**config.mk**
```make
export PLATFORM = sky130hd
export DESIGN_NAME = anc_control
export DESIGN_NICKNAME = d
export VERILOG_FILES = /design/src/rtl/anc_control.sv
export SDC_FILE = /design/constraint.sdc
export NUM_CORES = 1
export LEC_CHECK = 0
export BUFFER_PORTS_ARGS = -buffer_cell sky130_fd_sc_hd__buf_2
export CAP_MARGIN = 25
export CELL_PAD_IN_SITES_DETAIL_PLACEMENT = 0
export CELL_PAD_IN_SITES_GLOBAL_PLACEMENT = 2
export CORE_UTILIZATION = 38
export CTS_CLUSTER_SIZE = 30
export DETAILED_ROUTE_END_ITERATION = 10
export PLACE_DENSITY = 0.78
export SKIP_CTS_REPAIR_TIMING = 1
export SYNTH_ARGS = -nofsm -noshare
export SYNTH_HDL_FRONTEND = slang
export SYNTH_SLANG_ARGS = --single-unit
```
**constraint.sdc**
```tcl
create_clock -name Clk_100M -period 4.5 [get_ports Clk_100M]
set_input_delay 1.125 -clock Clk_100M [delete_from_list [all_inputs] [get_ports Clk_100M]]
set_output_delay 1.125 -clock Clk_100M [all_outputs]
set_load 0.01 [all_outputs]
```
**src/rtl/anc_control.sv**
```systemverilog
// +----------------------------------------------------------------------------+
// | anc_control: SSPIF-driven RAM-write / filter-start sequencer for the ANC    |
// | datapath. Optional 2-flop SSPIF synchronizer: `ANC_CTRL_SSPIF_SYNC_EN.      |
// | Revision: 1.0                                                               |
// +----------------------------------------------------------------------------+
`default_nettype none

module anc_control #(
  parameter int RAM_EN_CYCLES    = 1,
  parameter int FILTER_DELAY     = 2,
  parameter int FILTER_EN_CYCLES = 1
) (
  input  logic Clk_100M,
  input  logic Reset,
  input  logic SSPIF,
  output logic RAMDataEN,
  output logic FilterEN
);

  localparam logic [7:0] c_ram_len    = 8'(RAM_EN_CYCLES);
  localparam logic [7:0] c_gap_len    = 8'(FILTER_DELAY);
  localparam logic [7:0] c_filter_len = 8'(FILTER_EN_CYCLES);

  typedef enum logic [1:0] {
    S_IDLE   = 2'd0,
    S_RAM_WR = 2'd1,
    S_GAP    = 2'd2,
    S_FILTER = 2'd3
  } state_t;

  state_t     r_state;
  state_t     w_state_nxt;
  logic [7:0] r_cnt;
  logic [7:0] w_cnt_nxt;
  logic       r_pending;
  logic       w_pending_nxt;
  logic       r_hist;
  logic       w_sync_out;
  logic       w_edge;

  // Input flops reset to 1 so a level already high at reset release is not an edge.
`ifdef ANC_CTRL_SSPIF_SYNC_EN
  logic r_sync1;
  logic r_sync2;

  always_ff @(posedge Clk_100M) begin
    if (Reset) begin
      r_sync1 <= 1'b1;
      r_sync2 <= 1'b1;
    end else begin
      r_sync1 <= SSPIF;
      r_sync2 <= r_sync1;
    end
  end

  assign w_sync_out = r_sync2;
`else
  logic r_samp;

  always_ff @(posedge Clk_100M) begin
    if (Reset) begin
      r_samp <= 1'b1;
    end else begin
      r_samp <= SSPIF;
    end
  end

  assign w_sync_out = r_samp;
`endif

  always_ff @(posedge Clk_100M) begin
    if (Reset) begin
      r_hist <= 1'b1;
    end else begin
      r_hist <= w_sync_out;
    end
  end

  assign w_edge = w_sync_out & ~r_hist;

  always_ff @(posedge Clk_100M) begin
    if (Reset) begin
      r_state   <= S_IDLE;
      r_cnt     <= 8'd0;
      r_pending <= 1'b0;
    end else begin
      r_state   <= w_state_nxt;
      r_cnt     <= w_cnt_nxt;
      r_pending <= w_pending_nxt;
    end
  end

  // Counter is loaded with the phase length on entry and the phase ends at 1.
  always_comb begin
    w_state_nxt   = r_state;
    w_cnt_nxt     = r_cnt;
    w_pending_nxt = r_pending;
    if (w_edge && (r_state != S_IDLE)) begin
      w_pending_nxt = 1'b1;
    end
    case (r_state)
      S_IDLE: begin
        if (w_edge || r_pending) begin
          w_state_nxt   = S_RAM_WR;
          w_cnt_nxt     = c_ram_len;
          w_pending_nxt = 1'b0;
        end
      end
      S_RAM_WR: begin
        if (r_cnt <= 8'd1) begin
          if (c_gap_len == 8'd0) begin
            w_state_nxt = S_FILTER;
            w_cnt_nxt   = c_filter_len;
          end else begin
            w_state_nxt = S_GAP;
            w_cnt_nxt   = c_gap_len;
          end
        end else begin
          w_cnt_nxt = r_cnt - 8'd1;
        end
      end
      S_GAP: begin
        if (r_cnt <= 8'd1) begin
          w_state_nxt = S_FILTER;
          w_cnt_nxt   = c_filter_len;
        end else begin
          w_cnt_nxt = r_cnt - 8'd1;
        end
      end
      S_FILTER: begin
        if (r_cnt <= 8'd1) begin
          w_state_nxt = S_IDLE;
          w_cnt_nxt   = 8'd0;
        end else begin
          w_cnt_nxt = r_cnt - 8'd1;
        end
      end
      default: begin
        w_state_nxt = S_IDLE;
        w_cnt_nxt   = 8'd0;
      end
    endcase
  end

  assign RAMDataEN = (r_state == S_RAM_WR);
  assign FilterEN  = (r_state == S_FILTER);

endmodule

`default_nettype wire

```
==> results.sh <==
export IMPL_post_route_worst_setup_slack_ps=2290
export IMPL_grt_pass1_vias=581
export IMPL_pwr_density_cell_nw_per_um2=699
export IMPL_synthMuxAreaShare=0
export IMPL_numClockSinks=13
export IMPL_die_width_microns=46.5
export IMPL_ys_types=30
export IMPL_synthAdderAreaFrac=0.116
export IMPL_critPathRequiredTime_ps=3380
export IMPL_place_area_sq_um=788
export IMPL_synth_seq_area_share=0.346
export IMPL_hold_ws_ps=452
export IMPL_flow_area_growth_from_synthesis_pct=8.49
export IMPL_die_h_microns=46.5
export IMPL_antenna_found_initial=0
export IMPL_clockBufferDepth=2
export IMPL_power_ir_vdd_worst_mv=0.364
export IMPL_first_iter_violations=10
export IMPL_final_setup_skew_ps=0.641
export IMPL_netlist_area_leader_share=0.346
export IMPL_overflow=0
export IMPL_routed_wire_length_per_instance_microns=12.1
export IMPL_worst_pin_slew_ps=599
export IMPL_drtPass1Iterations=6
export IMPL_grt_start_max_net_pins=13
export IMPL_static_leakage_power_uw=0.000323
export IMPL_fmax_mhz=453
export IMPL_area_sequential_sq_um=260
export IMPL_remaining_antenna_violation_count_after_routing=0
export IMPL_dpl_worst_slack_ps=2530
export IMPL_hold_path_class="flip-flop to flip-flop"
export IMPL_clock_tree_root_cell="sky130_fd_sc_hd__clkbuf_4"
export IMPL_rsz0062_at_grt="no"
export IMPL_tritoncts="yes"
export IMPL_post_dp_hpwl_mm=1.04
export IMPL_synthTopCellsByArea="sky130_fd_sc_hd__dfxtp_1 (35%), sky130_fd_sc_hd__ha_1 (12%), sky130_fd_sc_hd__nor2_1 (6.0%)"
export IMPL_worstPathMaxFanout=4
export IMPL_routed_wl_mm=1.38
export IMPL_global_route_wire_length_before_repair_mm=2.51
export IMPL_antenna_diode_count=0
export IMPL_synth_cell_area_sq_um=752
export IMPL_filler_cell_count=183
export IMPL_design_die_area_sq_um=2160
export IMPL_core_area_sq_um=1780
export IMPL_synth_area_leader_cell="sky130_fd_sc_hd__dfxtp_1"
export IMPL_slew_headroom=0.599
export IMPL_synth_compound_area_frac=0.150
export IMPL_vias_per_cell=5.12
export IMPL_finalSetupViolations=0
export IMPL_finalWorstPathRequiredPeriod_ps=2210
export IMPL_cts_htree_levels=1
export IMPL_synth_seq_cells=13
export IMPL_multi_input_comb_area_sq_um=458
export IMPL_timing_critical_path_to_type="output pin"
export IMPL_report_final_slew_viol_count=0
export IMPL_dominant_combinational_cell_family_by_area_after_synthesis="simple AND/OR/NAND/NOR gates"
export IMPL_criticalPathCategory="flip-flop to output pin"
export IMPL_final_hold_viols=0
export IMPL_worst_skew_pair_later_pin_latency_ps=270
export IMPL_final_net_count=100
export IMPL_io_buffers=4
export IMPL_yosys_area_share_xor_xnor=0.0466
export IMPL_global_route_usage_total=0.165
export IMPL_cap_viol_max_count=0
export IMPL_io_pins=5
export IMPL_synth_async_reset_ratio=0
export IMPL_status="finished, final reports clean"
export IMPL_drive_above_1_share=0.180
export IMPL_synth_enable_flop_cells=0
export IMPL_postSynthNetCount=93
export IMPL_place_congestion=0.701
export IMPL_cts_reportedPaths_clkPinSlew_ps=80
export IMPL_setup_worst_path_start_class="flip-flop"
export IMPL_initial_utilization=0.422
export IMPL_timing_final_crit_share=0.491
export IMPL_netlist_instances=83
export IMPL_synthesis_yosys_warnings=0
export IMPL_cts_made_buffers=3
export IMPL_final_total_negative_setup_slack_ps=0
export IMPL_post_synth_and_or_nand_nor_area_fraction=0.296
export IMPL_placement_rows=15
export IMPL_syn_avg_cell_area_sq_um=9.06
export IMPL_cell_area_after_layout_sq_um=816
export IMPL_crit_arrival_ps=1080
export IMPL_remaining_drc_errors=0
export IMPL_via_count=584
export IMPL_ys_flop_type="sky130_fd_sc_hd__dfxtp_1"
==> cells in the mapped netlist, drive strengths merged (2+ instances only) <==
library cell,number
a31oi,2
nand4bb,2
o21ai,7
or2,4
nor2,12
a21oi,3
nor3,5
nor3b,3
ha,7
inv,5
dfxtp,13
nor4,2
nand2,2
xor2,4
==> worst paths after layout <==
| check | startpoint | end | slack [ps] | cells past startpoint |
|---|---|---|---|---|
| max | r_state[1] | RAMDataEN | 2290 | 3 |
| max reg2reg | r_cnt[0] | r_cnt[0] | 2560 | 6 |
| min reg2reg | r_samp | r_hist | 450 | 1 |
| min | r_samp | r_hist | 450 | 1 |
==> cell families (layout without fill, tap and decap cells) <==
group | count (synthesis) | after routing
AND/OR/NAND/NOR | 36 | 36
AO/OA/AOI/OAI | 16 | 16
flip-flops | 13 | 13
adder cells (fa/ha/maj) | 7 | 7
buffers and inverters | 7 | 13
XOR/XNOR | 4 | 4
==> where the power goes <==
| group | switching (uW) | internal [uW] |
|---|---|---|
| Combinational | 184 | 131 |
| Sequential | 35.1 | 147 |
| Clock | 39.4 | 32.9 |
==> flip-flops by register name, summed over array words and instances (netlist names) <==
name,flops
r_pending,1
r_hist,1
r_state,2
r_samp,1
r_cnt,8
==> worst max-delay path, cell delays in order (launching register included) <==
cell and delay [ps]:
sky130_fd_sc_hd__dfxtp_1 360, sky130_fd_sc_hd__inv_1 100, sky130_fd_sc_hd__ha_1 210, sky130_fd_sc_hd__buf_2 140
==> metrics by stage <==
step / util / cells / total power (uW)
floorplan: - / 83 / 432
finish: 0.458 / 114 / 570
CTS: 0.458 / 114 / 571
global route: 0.458 / 114 / 628
detailed placement: 0.442 / 110 / 496
global placement: 0.442 / 110 / 503
==> layout by cell type (no fill, tap or decap), types with 2 or more instances in the layout <==
master                      netlist  layout
sky130_fd_sc_hd__or2_2            3       3
sky130_fd_sc_hd__o21ai_0          6       6
sky130_fd_sc_hd__nor2_1          12      12
sky130_fd_sc_hd__buf_2            0       4
sky130_fd_sc_hd__dfxtp_1         13      13
sky130_fd_sc_hd__nor3_1           5       5
sky130_fd_sc_hd__xor2_1           4       4
sky130_fd_sc_hd__nand2_1          2       2
sky130_fd_sc_hd__a31oi_1          2       2
sky130_fd_sc_hd__nand4bb_1        2       2
sky130_fd_sc_hd__clkbuf_4         0       3
sky130_fd_sc_hd__a21oi_1          2       2
sky130_fd_sc_hd__inv_1            5       5
sky130_fd_sc_hd__ha_1             7       7
sky130_fd_sc_hd__nor3b_1          3       3
==> routing by layer <==
layer	share of wire	GRT usage	routed length, microns
met1	0.48	0.204	669
met2	0.49	0.269	674
met4	0	0.0353	0
met5	0	0	0
met3	0.027	0.0588	38
==> layout make-up <==
type                            count  area share
Inverter                            5      0.0230
Clock inverter                      1     0.00613
Sequential cell                    13       0.319
Clock buffer                        3      0.0276
Tap cell                           25      0.0383
Timing Repair Buffer                4      0.0245
Multi-Input combinational cell     63       0.561
(Power assumes the default switching activity.)
